File: config.mk
export PLATFORM = sky130hd
export DESIGN_NAME = framebuffer_scanout_reader
export DESIGN_NICKNAME = d
export VERILOG_FILES = /design/src/rtl/framebuffer_scanout_reader_pkg.sv /design/src/rtl/framebuffer_scanout_reader_scanout_fifo.sv /design/src/rtl/framebuffer_scanout_reader.sv
export SDC_FILE = /design/constraint.sdc
export NUM_CORES = 1
export LEC_CHECK = 0
export BUFFER_PORTS_ARGS = -buffer_cell sky130_fd_sc_hd__buf_2
export CAP_MARGIN = 10
export CORE_ASPECT_RATIO = 0.9
export CORE_UTILIZATION = 55
export CTS_CLUSTER_DIAMETER = 200
export DETAILED_ROUTE_END_ITERATION = 10
export PLACE_DENSITY = 0.75
export SETUP_SLACK_MARGIN = 0.5
export SYNTH_ARGS = -nofsm -noshare
export SYNTH_HDL_FRONTEND = slang
export SYNTH_HIERARCHICAL = 1
export SYNTH_SLANG_ARGS = --single-unit
File: constraint.sdc
create_clock -name BOARD_CLK -period 2.98 [get_ports BOARD_CLK]
set_input_delay 0.596 -clock BOARD_CLK [delete_from_list [all_inputs] [get_ports BOARD_CLK]]
set_output_delay 0.596 -clock BOARD_CLK [all_outputs]
set_load 0.02 [all_outputs]
File: src/rtl/framebuffer_scanout_reader_pkg.sv
`default_nettype none
// ============================================================================
// Module      : typhoon_pkg
// Description : Shared types and raster constants for the framebuffer scanout.
// Revision    : 1.0 - initial release
// ============================================================================
package typhoon_pkg;

    localparam int H_RES     = 640;
    localparam int V_RES     = 480;
    localparam int FB_PIXELS = H_RES * V_RES;

    typedef struct packed {
        logic [4:0] r;
        logic [5:0] g;
        logic [4:0] b;
    } rgb565_t;

    typedef enum logic [2:0] {
        IDLE  = 3'd0,
        FILL  = 3'd1,
        WAIT  = 3'd2,
        DRAIN = 3'd3,
        DONE  = 3'd4
    } scan_state_t;

endpackage
`default_nettype wire

File: src/rtl/framebuffer_scanout_reader_scanout_fifo.sv
`default_nettype none
// ============================================================================
// Module      : scanout_fifo
// Description : Synchronous prefetch FIFO with flush; pop of an empty FIFO is ignored.
// Revision    : 1.0 - initial release
// ============================================================================
module scanout_fifo #(
    parameter int DEPTH = 16,
    parameter int WIDTH = 16
) (
    input  logic                     clk_i,
    input  logic                     rst_i,
    input  logic                     push_i,
    input  logic                     pop_i,
    input  logic                     flush_i,
    input  logic [WIDTH-1:0]         din_i,
    output logic [WIDTH-1:0]         dout_o,
    output logic                     empty_o,
    output logic [$clog2(DEPTH):0]   count_o
);
    localparam int AW = $clog2(DEPTH);

    logic [WIDTH-1:0] mem_q [DEPTH];
    logic [AW-1:0]    rd_q;
    logic [AW-1:0]    wr_q;
    logic [AW:0]      cnt_q;
    logic             do_pop;

    assign do_pop = pop_i && (cnt_q != '0);

    always_ff @(posedge clk_i or posedge rst_i) begin
        if (rst_i) begin
            rd_q  <= '0;
            wr_q  <= '0;
            cnt_q <= '0;
        end else if (flush_i) begin
            rd_q  <= '0;
            wr_q  <= '0;
            cnt_q <= '0;
        end else begin
            if (push_i) wr_q <= wr_q + AW'(1);
            if (do_pop) rd_q <= rd_q + AW'(1);
            case ({push_i, do_pop})
                2'b10:   cnt_q <= cnt_q + (AW+1)'(1);
                2'b01:   cnt_q <= cnt_q - (AW+1)'(1);
                default: cnt_q <= cnt_q;
            endcase
        end
    end

    always_ff @(posedge clk_i) begin
        if (push_i && !flush_i) mem_q[wr_q] <= din_i;
    end

    assign dout_o  = mem_q[rd_q];
    assign empty_o = (cnt_q == '0);
    assign count_o = cnt_q;

endmodule
`default_nettype wire

File: src/rtl/framebuffer_scanout_reader.sv
`default_nettype none
// ============================================================================
// Module      : framebuffer_scanout_reader
// Description : Prefetches RGB565 pixels from SRAM and delivers RGB888 per pixel strobe.
// Revision    : 1.0 - initial release
// ============================================================================
module framebuffer_scanout_reader #(
    parameter int          H_RES      = 640,
    parameter int          V_RES      = 480,
    parameter int          FIFO_DEPTH = 16,
    parameter logic [19:0] BUF1_BASE  = 20'd307200
) (
    input  logic        BOARD_CLK,
    input  logic        Reset,
    input  logic        frameStart,
    input  logic        pixelStrobe,
    input  logic        doubleBuffer,
    output logic [19:0] framebufferAddress,
    output logic        queueRead,
    input  logic        dataReady,
    input  logic [15:0] framebufferData,
    output logic [7:0]  R,
    output logic [7:0]  G,
    output logic [7:0]  B,
    output logic        underflow
);
    import typhoon_pkg::*;

    localparam int CW     = $clog2(FIFO_DEPTH) + 1;
    localparam int PIXELS = H_RES * V_RES;

    scan_state_t state_q, state_d;
    logic [19:0] addr_q, addr_d;
    logic [19:0] count_q, count_d;
    logic        req_q, req_d;
    logic        buf_q, buf_d;
    logic [7:0]  r_q, g_q, b_q;
    logic        underflow_q;

    logic          fifo_push;
    logic          fifo_flush;
    logic          fifo_empty;
    logic [15:0]   fifo_dout;
    logic [CW-1:0] fifo_count;
    logic [CW-1:0] used;
    logic          has_free;
    logic          buf_sel;
    logic [19:0]   base;
    rgb565_t       px;

    scanout_fifo #(
        .DEPTH (FIFO_DEPTH),
        .WIDTH (16)
    ) u_fifo (
        .clk_i   (BOARD_CLK),
        .rst_i   (Reset),
        .push_i  (fifo_push),
        .pop_i   (pixelStrobe),
        .flush_i (fifo_flush),
        .din_i   (framebufferData),
        .dout_o  (fifo_dout),
        .empty_o (fifo_empty),
        .count_o (fifo_count)
    );

    // An outstanding request reserves a slot so the FIFO can never overflow.
    assign used     = fifo_count + CW'(req_q);
    assign has_free = (used < CW'(FIFO_DEPTH));
    assign buf_sel  = frameStart ? doubleBuffer : buf_q;
    assign base     = buf_sel ? BUF1_BASE : 20'd0;
    assign px       = fifo_dout;

    always_comb begin
        state_d    = state_q;
        addr_d     = addr_q;
        count_d    = count_q;
        req_d      = req_q;
        buf_d      = buf_q;
        fifo_push  = 1'b0;
        fifo_flush = 1'b0;
        case (state_q)
            WAIT: begin
                if (frameStart) buf_d = doubleBuffer;
                if (dataReady) begin
                    req_d   = 1'b0;
                    state_d = FILL;
                    if (frameStart) begin
                        // Word answers the abandoned frame: drop it and restart at once.
                        fifo_flush = 1'b1;
                        addr_d     = base;
                        count_d    = '0;
                    end else begin
                        fifo_push = 1'b1;
                        addr_d    = addr_q + 20'd1;
                        count_d   = count_q + 20'd1;
                    end
                end else if (frameStart) begin
                    state_d = DRAIN;
                end
            end
            DRAIN: begin
                if (frameStart) begin
                    buf_d      = doubleBuffer;
                    fifo_flush = 1'b1;
                end
                if (dataReady) begin
                    req_d      = 1'b0;
                    fifo_flush = 1'b1;
                    addr_d     = base;
                    count_d    = '0;
                    state_d    = FILL;
                end
            end
            default: begin
                if (frameStart) begin
                    buf_d      = doubleBuffer;
                    fifo_flush = 1'b1;
                    addr_d     = base;
                    count_d    = '0;
                    state_d    = FILL;
                end else if (state_q == FILL) begin
                    if (count_q == 20'(PIXELS)) begin
                        state_d = DONE;
                    end else if (has_free) begin
                        req_d   = 1'b1;
                        state_d = WAIT;
                    end
                end
            end
        endcase
    end

    always_ff @(posedge BOARD_CLK or posedge Reset) begin
        if (Reset) begin
            state_q <= IDLE;
            addr_q  <= '0;
            count_q <= '0;
            req_q   <= 1'b0;
            buf_q   <= 1'b0;
        end else begin
            state_q <= state_d;
            addr_q  <= addr_d;
            count_q <= count_d;
            req_q   <= req_d;
            buf_q   <= buf_d;
        end
    end

    always_ff @(posedge BOARD_CLK or posedge Reset) begin
        if (Reset) begin
            r_q         <= '0;
            g_q         <= '0;
            b_q         <= '0;
            underflow_q <= 1'b0;
        end else if (pixelStrobe) begin
            if (fifo_empty) begin
                r_q         <= 8'hFF;
                g_q         <= 8'h00;
                b_q         <= 8'hFF;
                underflow_q <= 1'b1;
            end else begin
                r_q <= {px.r, px.r[4:2]};
                g_q <= {px.g, px.g[5:4]};
                b_q <= {px.b, px.b[4:2]};
            end
        end
    end

    assign framebufferAddress = addr_q;
    assign queueRead          = req_q;
    assign R                  = r_q;
    assign G                  = g_q;
    assign B                  = b_q;
    assign underflow          = underflow_q;

endmodule
`default_nettype wire
# --- Word-level counts from Yosys, hierarchy flattened ---
# Memory sizes are Yosys's and may differ from the RTL's.
# Cells that the tools add are included.
totals:
  word_cells: 95
  memories: 1
  input_bits: 22
  ram_bits: 256
  output_inout_bits: 46
  ff_bits: 83
op_classes:
  magnitude_cmp: 1
  n_reduce_logical: 18
  eq_ne: 12
  muxes: 44
  add_sub_neg: 7
mem_list:
  columns: ["name", "words", "word_bits", "read_ports", "rd_clocked_by_memory_dff", "wr", "line_no", "text"]
  rows:
  - ["u_fifo.mem_q", 16, 16, 1, 0, 1, "framebuffer_scanout_reader_scanout_fifo.sv:23", "logic [WIDTH-1:0] mem_q [DEPTH];"]
ops:
  columns: ["operator", "n"]
  rows:
  - ["$mux W20", 8]
  - ["$pmux W20 S2", 2]
  - ["$add A20 B1 Y20 const B", 2]
  - ["$mux W8", 3]
  - ["$mux W3", 7]
  - ["$eq A20 B19 Y1 const B", 1]
  - ["$mux W19", 1]
  - ["$mux W4", 4]
  - ["$mux W1", 15]
  - ["$pmux W5 S2", 1]
  - ["$reduce_bool A5 Y1", 2]
  - ["$add A4 B1 Y4 const B", 2]
  - ["$ne A2 B2 Y1 const B", 4]
  - ["$reduce_bool A2 Y1", 4]
  - ["$eq A3 B2 Y1 const B", 2]
  - ["$pmux W3 S2", 1]
  - ["$reduce_bool A3 Y1", 2]
  - ["$add A5 B1 Y5", 1]
  - ["$add A5 B1 Y5 const B", 1]
  - ["$logic_not A5 Y1", 1]
  - ["$lt A5 B5 Y1 const B", 1]
  - ["$mux W5", 1]
  - ["$reduce_and A5 Y1", 1]
  - ["$sub A5 B1 Y5 const B", 1]
  - ["other kinds (13)", 14]

# --- Depth between registers and ports, before layout ---
# Gate-level depths: netlist (run 1).
depth:
  word_depth: 7
  ltp_mapped: 15
  ltp_nobuf: 12

# --- By module ---
# The synthesis (run 1) kept the hierarchy.
modules_own_cells:
  columns: ["mod", "area_per_inst_um2", "instances", "seq_area_each_um2", "cells_each"]
  rows:
  - ["scanout_fifo", 10527.6, 1, 8012.7, 507]
  - ["framebuffer_scanout_reader", 3235.6, 1, 1551.5, 348]

# --- Worst setup path after synthesis (run 1) ---
# Ideal clock, no wire load.
synth_path:
  kind: "input-to-reg"
  from: "in dataReady"
  to: "reg u_fifo.cnt_q[4] (netlist: u_fifo/count_o[4])"
  n_path_buf: 2
  t_required_ps: 2879
  cell_stages: 14
  path_slack_ps: -169
  setup_time_ps: 101
  arrival_time_ps: 3048
  path_cell_list: "and3b_1 > a21o_1 > buf_2 > nand2_1 > inv_2 > buf_2 > inv_1 > o311ai_4 > inv_2 > ha_1 > nor2_1 > a21oi_1 > or4_2 > o311ai_2"
synth_between:
  elab_chain_len: 5
  elab_cells_between_ends: 10
  classes_between: "2 x eq/ne; 7 x mux; 1 x reduce/logical"
synth_rtl:
  columns: ["item", "line_no", "text"]
  rows:
  - ["start, declared", "framebuffer_scanout_reader.sv:20", "input logic dataReady,"]
  - ["$mux W1 (*)", "framebuffer_scanout_reader.sv:84", "if (dataReady) begin"]
  - ["$mux W1 (*)", "framebuffer_scanout_reader.sv:81", "case (state_q)"]
  - ["via fifo_push", "framebuffer_scanout_reader.sv:40", "logic fifo_push;"]
  - ["$eq A2 B1 Y1 or $eq A2 B2 Y1 (tied branches)", "framebuffer_scanout_reader_scanout_fifo.sv:43", "case ({push_i, do_pop})"]
  - ["$pmux W5 S2", "framebuffer_scanout_reader_scanout_fifo.sv:43", null]
  - ["$mux W5", "framebuffer_scanout_reader_scanout_fifo.sv:36", "end else if (flush_i) begin"]
  - ["end signal, assigned", "framebuffer_scanout_reader_scanout_fifo.sv:44", "2'b10: cnt_q <= cnt_q + (AW+1)'(1);"]
  - ["end signal, assigned", "framebuffer_scanout_reader_scanout_fifo.sv:45", "2'b01: cnt_q <= cnt_q - (AW+1)'(1);"]
  - ["end signal, assigned", "framebuffer_scanout_reader_scanout_fifo.sv:46", "default: cnt_q <= cnt_q;"]
  - ["end, declared", "framebuffer_scanout_reader_scanout_fifo.sv:26", "logic [AW:0] cnt_q;"]
# The timed path passes the listed nets; every way through them passes the cells marked *.
# A chain may end at the register's enable or synchronous reset.

# --- Final worst setup path (run 1) ---
layout_path:
  from: "reg state_q[1]"
  to: "mem u_fifo.mem_q[0][4], enable pin"
layout_between:
  elab_chain_len: 6
  elab_cells_between_ends: 8
  classes_between: "2 x eq/ne; 4 x mux; 2 x reduce/logical"
layout_rtl:
  columns: ["item", "line_no", "text"]
  rows:
  - ["start, declared", "framebuffer_scanout_reader.sv:32", "scan_state_t state_q, state_d;"]
  - ["start signal, assigned", "framebuffer_scanout_reader.sv:141", "state_q <= state_d;"]
  - ["$eq A3 B2 Y1", "framebuffer_scanout_reader.sv:81", null]
  - ["$pmux W1 S2 (*)", "framebuffer_scanout_reader.sv:81", null]
  - ["via fifo_flush", "framebuffer_scanout_reader.sv:41", "logic fifo_flush;"]
  - ["$logic_not A1 Y1 (*)", "framebuffer_scanout_reader_scanout_fifo.sv:52", "if (push_i && !flush_i) mem_q[wr_q] <= din_i;"]
  - ["$logic_and A1 B1 Y1 (*)", "framebuffer_scanout_reader_scanout_fifo.sv:52", null]
  - ["$mux W1 (*)", "framebuffer_scanout_reader_scanout_fifo.sv:52", null]
  - ["$mux W1 (not written as such) (*)", "framebuffer_scanout_reader_scanout_fifo.sv:52", null]
  - ["end, declared", "framebuffer_scanout_reader_scanout_fifo.sv:23", null]
# Marks and branches as above.

==> flow_summary_export.csv, run 1 <==
group,metric,value,unit
logic_synthesis,syn_inst,855,
clock_tree,htree_num_levels,1,
logic_synthesis,avgSynthCellArea,16.1,um2
detailed_routing,drt_iter0_drc,683,
timing,timing.fmax,0.415,GHz
logic_synthesis,post-synth-top-area-fraction,55.9,%
pwr,netSwitchingPower,3.32,mW
detailed_routing,firstDrtPassIters,7,
worst_setup_path,end_kind,"flip-flop",
pwr,p_comb_share,22.5,%
flow_run,max_cap_viol_count,0,
timing,rsz0062_at_grt,"false",
floorplan,die_w,169,um
floorplan,dieArea,25700,um2
cells_and_area,layout_commonest_cell,"edfxtp_1",
worst_setup_path,cp_max_fo,19,
worst_setup_path,path_class,"flip-flop to flip-flop",
placed_design,io_buffers,67,
pwr,powerDensity,739,nW/um2
placed_design,dp_hpwl,18200,um
global_route,grt_max_degree,47,
status,status,"finished, final reports clean",
logic_synthesis,synthTopCellsByArea,"edfxtp_1, dfrtp_1, mux4_2",
clock_tree,cts_hold_buffers,0,
clock_tree,clkTransAtPathRegs,0.06,ns
clock_tree,cts_buffers,31,
pwr,ir_drop,606,uV
detailed_routing,viasPerCell,6.01,
logic_synthesis,netlist_area,13800,um2
global_route,track_usage,22.5,%
clock_tree,insertion_delay,0.55,ns
floorplan,io_pins,68,
timing,setup_tns,0,ns
logic_synthesis,synth-seq-cells,331,
timing,worst_pin_slew,1.03,ns
detailed_routing,routed_wirelength,28200,um
global_route,antenna_found_initial,1,
clock_tree,cts.sinks,331,
cells_and_area,drive_above_1_share,29.4,%
cells_and_area,nNetsFinal,1000,
detailed_routing,drc,0,
pwr,swShare,28.3,%
cells_and_area,area_delta_synth_final,15.7,%
detailed_routing,vias,7968,
timing,min_period,2.41,ns
worst_hold_path,hold_class,"input pin to async pin",
global_route,grt_overflow,0,
detailed_routing,ant_nets,0,
detailed_routing,routedWlPerCell,21.2,um
floorplan,start_util,56.4,%
logic_synthesis,yosysSeqAreaShare,69.5,%
clock_tree,root_buffer,"clkbuf_16",
timing,setup_viol,0,
timing,period_share,80.8,%
timing,finClkSkew,0.0107,ns
logic_synthesis,synth_edf_count,256,
worst_setup_path,startpoint_type,"flip-flop",
clock_tree,clock_path_buffers,3,
pwr,pwr-share-clk,31.3,%
logic_synthesis,yosysTopAreaCell,"edfxtp_1",
logic_synthesis,synth-async-reset-ratio,22.7,%
timing,report.final.hold_viol_count,0,
placed_design,globalplace.congestion,0.810,
clock_tree,cts_tree,"yes",
cells_and_area,final_cell_mix,"edfxtp_1, dfrtp_1, buf_2, mux4_2, nand2_1",
worst_setup_path,cp.arrival,2.66,ns
pwr,intPower,8.44,mW
global_route,grt_pass1_wl,44500,um
worst_setup_path,cp.required,3.23,ns
logic_synthesis,ys_types,65,
timing,relSlewSlack,31.2,%
logic_synthesis,syn_nets,889,
timing,whs,0.0741,ns
timing,slew_viol_final,0,
global_route,grt_pass1_vias,7793,
logic_synthesis,yosysWarnings,6,
pwr,p_seq_share,46.2,%
floorplan,die_h,152,um
logic_synthesis,ys.flop_type,"edfxtp_1",
floorplan,core,24400,um2
floorplan,rows,54,
pwr,leakage,5.45,nW
[stage by stage]
stage | instances | area [um2] | worst slack (ns) | total power [mW] | util (%)
3_5_place_dp | 1253 | 14800 | 0.191 | 8.02 | 60.7
6_report | 1326 | 15900 | 0.572 | 11.8 | 65.3
4_1_cts | 1312 | 15800 | 0.464 | 11.7 | 64.7
5_1_grt | 1325 | 15900 | 0.491 | 12.3 | 65.3
2_1_floorplan | 855 | 13900 | 0.294 | 7.35 | -
3_3_place_gp | 1253 | 14800 | 0.248 | 7.97 | 60.7
[logic make-up after synthesis]
logic type / Yosys count / synth area share (%)
mux: 69 / 10.8
simple gates: 214 / 7.97
compound gates: 139 / 6.90
flops: 331 / 69.5
buf+inv: 69 / 2.31
xor+xnor: 21 / 1.34
fa+ha+maj: 12 / 1.15
[layout make-up]
class | count | area, um2
clock inverters | 21 | 153
well taps | 336 | 420
repair buffers | 126 | 816
clock buffers | 35 | 791
flip-flops and latches | 331 | 9570
inverters | 21 | 88.8
diodes | 1 | 2.50
multi-input cells | 455 | 4080
fillers | 1635 | 8460
[timing repair]
action                                  CTS  global route
endpoints found under the setup margin  171           236
pin swaps                                 2             7
cloned                                    0             0
resized for setup                         4            10
buffers inserted                          3            13
[power groups by stage]
stage          clock (mW)  sequential, mW  combinational (mW)
6_report             3.69            5.43                2.65
5_1_grt              3.92            5.46                2.87
3_3_place_gp            0            5.51                2.46
2_1_floorplan           0            5.57                1.78
4_1_cts              3.74            5.43                2.54
3_5_place_dp            0            5.53                2.49
[path summary, 6_finish.rpt]
kind,from,to,slack (ns),cells after the start
max in group asynchronous,Reset,R[6]$_DFFE_PP0P_,2.21,3
worst max register to register,state_q[1]$_DFFE_PP0P_,u_fifo/mem_q[0][4]$_DFFE_PP_,0.57,7
worst min-delay path,Reset,B[6]$_DFFE_PP0P_,0.07,2
worst min register to register,underflow$_DFFE_PP0P_,underflow$_DFFE_PP0P_,0.47,1
min in group BOARD_CLK,doubleBuffer,buf_q$_DFF_PP0_,0.33,2
worst max-delay path,state_q[1]$_DFFE_PP0P_,u_fifo/mem_q[0][4]$_DFFE_PP_,0.57,7
[state kept, by name, indices dropped and copies added, names as in the netlist]
name and flops:
buf_q 1, u_fifo/mem_q 256, count_q 20, u_fifo/count_o 5
state_q 3, G 6, underflow 1, B 5
framebufferAddress 20, u_fifo/rd_q 4, queueRead 1, R 5
u_fifo/wr_q 4
[layer usage]
layer / routed length, um / vias up / track usage, %
met5: 0 / - / 0
met4: 467 / 0 / 4.50
met3: 1840 / 41 / 3.41
met2: 13400 / 268 / 34.8
met1: 12400 / 4078 / 34.5
li1: - / 3581 / -
[synth_stat cells, types with 9 or more instances]
cell type and n:
edfxtp_1 256, dfrtp_1 75, mux4_2 64, nand2_1 59, nor2_1 57, o21ai_0 40
a22oi_1 33, clkbuf_1 23, nand3_1 22, inv_1 19, a21oi_1 16, nand4_1 14
buf_2 12, xnor2_1 12, ha_1 11, o22a_1 11, nor3_1 10, buf_4 9
xor2_1 9
[critical path, cell delays in order (launching register included)]
cell	delay (ns)
dfrtp_2	0.45
and3b_2	0.25
o21ai_0	0.14
nand2_1	0.14
buf_4	0.24
or3_1	0.47
nor2_2	0.19
buf_4	0.23
(Power assumes the default switching activity.)
==> inputs of run 2 (changes only) <==
==> constraint.sdc (replaced) <==
create_clock -name BOARD_CLK -period 2.1 [get_ports BOARD_CLK]
set_input_delay 0.42 -clock BOARD_CLK [delete_from_list [all_inputs] [get_ports BOARD_CLK]]
set_output_delay 0.42 -clock BOARD_CLK [all_outputs]
set_load 0.02 [all_outputs]
==> run 2 against run 1 <==
The flow now finishes with violations (setup timing). Count of clock-buffer cells in the layout grew 8. Utilization is 14 points higher. Clock skew increased by 0.020 ns. Worst setup slack worse by 0.84 ns. Critical path depth up 3. Total power increased by 71%. Register-to-register slack worse by 0.84 ns. Die area unchanged. Non-clock buffer count grew 166. Fmax increased by 1.8%. Final area grew 21%. Critical path type unchanged. Critical endpoint is now u_fifo/mem_q[5][7]$_DFFE_PP_. Largest cell class unchanged.
==> flow_summary_export.csv, run 2 (synthesis results as in run 1) <==
group,metric,value,unit
status,status,"finished, violations left",
status,violations,"setup timing",
worst_setup_path,reg2reg_from,"state_q[2]$_DFFE_PP0P_",
worst_setup_path,crit_start,"state_q[2]$_DFFE_PP0P_",
timing,finClkSkew,0.0310,ns
placed_design,io_buffers,67,
placed_design,dpl_worst_slack,-0.297,ns
detailed_routing,routedWlPerCell,32.0,um
cells_and_area,stdcell_count,1493,
worst_setup_path,cp.arrival,2.63,ns
worst_setup_path,cp_slowest_cell,"or3b_4",
worst_setup_path,rr_worst_depth,10,
worst_setup_path,cp.required,2.36,ns
timing,relSlewSlack,30.4,%
clock_tree,cts.sinks,331,
clock_tree,clkTransAtPathRegs,0.07,ns
pwr,finalPower,20.1,mW
detailed_routing,vias,10205,
timing,rsz0062_at_grt,"true",
floorplan,die_h,152,um
clock_tree,cts_buffers,31,
cells_and_area,area_delta_synth_final,39.8,%
timing,report.final.hold_viol_count,0,
floorplan,rows,54,
detailed_routing,drt_iter0_drc,1562,
pwr,powerDensity,1050,nW/um2
floorplan,start_util,56.4,%
worst_setup_path,critPathBufInv,5,
timing,timing.fmax,0.423,GHz
placed_design,globalplace.congestion,0.810,
worst_setup_path,cp_top_family,"simple AND/OR/NAND/NOR gates",
worst_hold_path,hold_class,"input pin to flip-flop",
clock_tree,insertion_delay,0.58,ns
cells_and_area,largest_register_ffs,256,
worst_setup_path,crit_end,"u_fifo/mem_q[5][7]$_DFFE_PP_",
floorplan,dieArea,25700,um2
placed_design,dp_hpwl,18700,um
worst_setup_path,crit_top_cell,"buf_6",
global_route,grt_max_degree,40,
worst_setup_path,reg2reg_to,"u_fifo/mem_q[5][7]$_DFFE_PP_",
clock_tree,root_buffer,"clkbuf_16",
placed_design,placed_area,15400,um2
placed_design,dp.cells,1290,
worst_setup_path,end_kind,"flip-flop",
global_route,track_usage,31.6,%
floorplan,io_pins,68,
timing,period_share,113,%
detailed_routing,drc,0,
pwr,leakage,6.82,nW
global_route,grt_pass1_wl,59300,um
global_route,antenna_found_initial,1,
pwr,ir_drop,744,uV
timing,min_period,2.37,ns
worst_setup_path,crit_cells,10,
worst_setup_path,worst_path_largest_cell_delay,0.41,ns
cells_and_area,nFillCells,1076,
cells_and_area,postLayoutCoreUtil,78.9,%
floorplan,core,24400,um2
detailed_routing,routed_wirelength,47800,um
cells_and_area,final_cell_mix,"edfxtp_1, buf_4, buf_6, mux4_2, buf_2",
detailed_routing,viasPerCell,6.84,
detailed_routing,ant_nets,0,
flow_run,max_cap_viol_count,0,
timing,slew_viol_final,0,
floorplan,die_w,169,um
timing,fin_ws,-0.266,ns
global_route,grt_pass1_vias,9221,
global_route,grt_overflow,0,
clock_tree,cts_tree,"yes",
clock_tree,htree_num_levels,1,
worst_setup_path,cp_max_fo,8,
cells_and_area,regMostFlops,"u_fifo/mem_q",
cells_and_area,drive_above_1_share,52.4,%
cells_and_area,stdcell_area,19200,um2
cells_and_area,layout_commonest_cell,"edfxtp_1",
timing,worst_pin_slew,1.04,ns
timing,setup_viol,260,
worst_setup_path,startpoint_type,"flip-flop",
worst_setup_path,path_class,"flip-flop to flip-flop",
detailed_routing,firstDrtPassIters,6,
clock_tree,clock_path_buffers,3,
worst_setup_path,crit_chain,"nand2b_4, buf_6, o21ai_4, nand2_2, or3b_4, buf_6, buf_6, nor2_4, buf_6, buf_12",
worst_setup_path,r2r_slack,-0.27,ns
cells_and_area,nNetsFinal,1166,
-- run 2: changes by cell type in the layout (fill, tap and decap cells not counted), sizes merged --
cell	before	now
buf	126	284
clkbuf	35	50
diode	1	2
inv	22	20
dlygate4sd3	0	1
clkinv	16	6
clkinvlp	2	6
-- run 2: how the worst min path moves through the flow --
stage                             from                       endpoint  depth (start not counted)
after floorplan                  Reset  u_fifo/count_o[0]$_DFFE_PP0P_                          1
after global placement           Reset          queueRead$_DFFE_PP0P_                          2
after detailed placement         Reset         state_q[2]$_DFFE_PP0P_                          2
after CTS                 doubleBuffer                buf_q$_DFF_PP0_                          2
after global routing      doubleBuffer                buf_q$_DFF_PP0_                          2
final                     doubleBuffer                buf_q$_DFF_PP0_                          2
-- run 2: power breakdown --
group | total, mW | internal, mW | switching [mW]
clock | 5.64 | 3.04 | 2.60
combinational | 6.87 | 3.49 | 3.38
sequential | 7.63 | 7.34 | 0.289
-- run 2: per-stage QoR --
step	TNS, ns	hold slack [ns]
after floorplan	-42.77	0.297
after global placement	-22.74	0.417
after detailed placement	-28.94	0.425
after CTS	-12.06	0.124
after global routing	-44.33	0.187
final	-33.29	0.185
-- run 2: final cells by class --
type	count	area, um2	share of cell area [%]
clock inverters	13	126	0.657
flip-flops and latches	331	9590	49.9
clock buffers	43	841	4.37
well taps	336	420	2.18
repair buffers	292	3240	16.8
inverters	21	95.1	0.494
multi-input cells	455	4920	25.6
diodes	2	5.00	0.0260
-- run 2: routing by layer --
metal	track usage (%)	vias up	part of all wire, %	wire, um
met2	50.3	909	46	22000
met5	0	-	0	0
li1	-	3931	-	-
met1	43.8	5111	35	16700
met4	9.83	0	6.7	3220
met3	7.24	254	12	5900
-- run 2: timing repair --
item / in CTS / in global routing
setup buffers: 70 / 51
hold buffers: 1 / 0
pin swaps: 78 / 65
cloned: 22 / 1
hold endpoints to repair: 24 / 0
setup endpoints to repair: 327 / 346
resized for setup: 212 / 153
-- run 2: worst reg2reg max path: stages (launching register included) --
cell      delay [ns]
dfrtp_1         0.40
nand2b_4        0.19
buf_6           0.15
o21ai_4         0.16
nand2_2         0.10
or3b_4          0.41
buf_6           0.15
buf_6           0.12
nor2_4          0.14
buf_6           0.13
buf_12          0.13
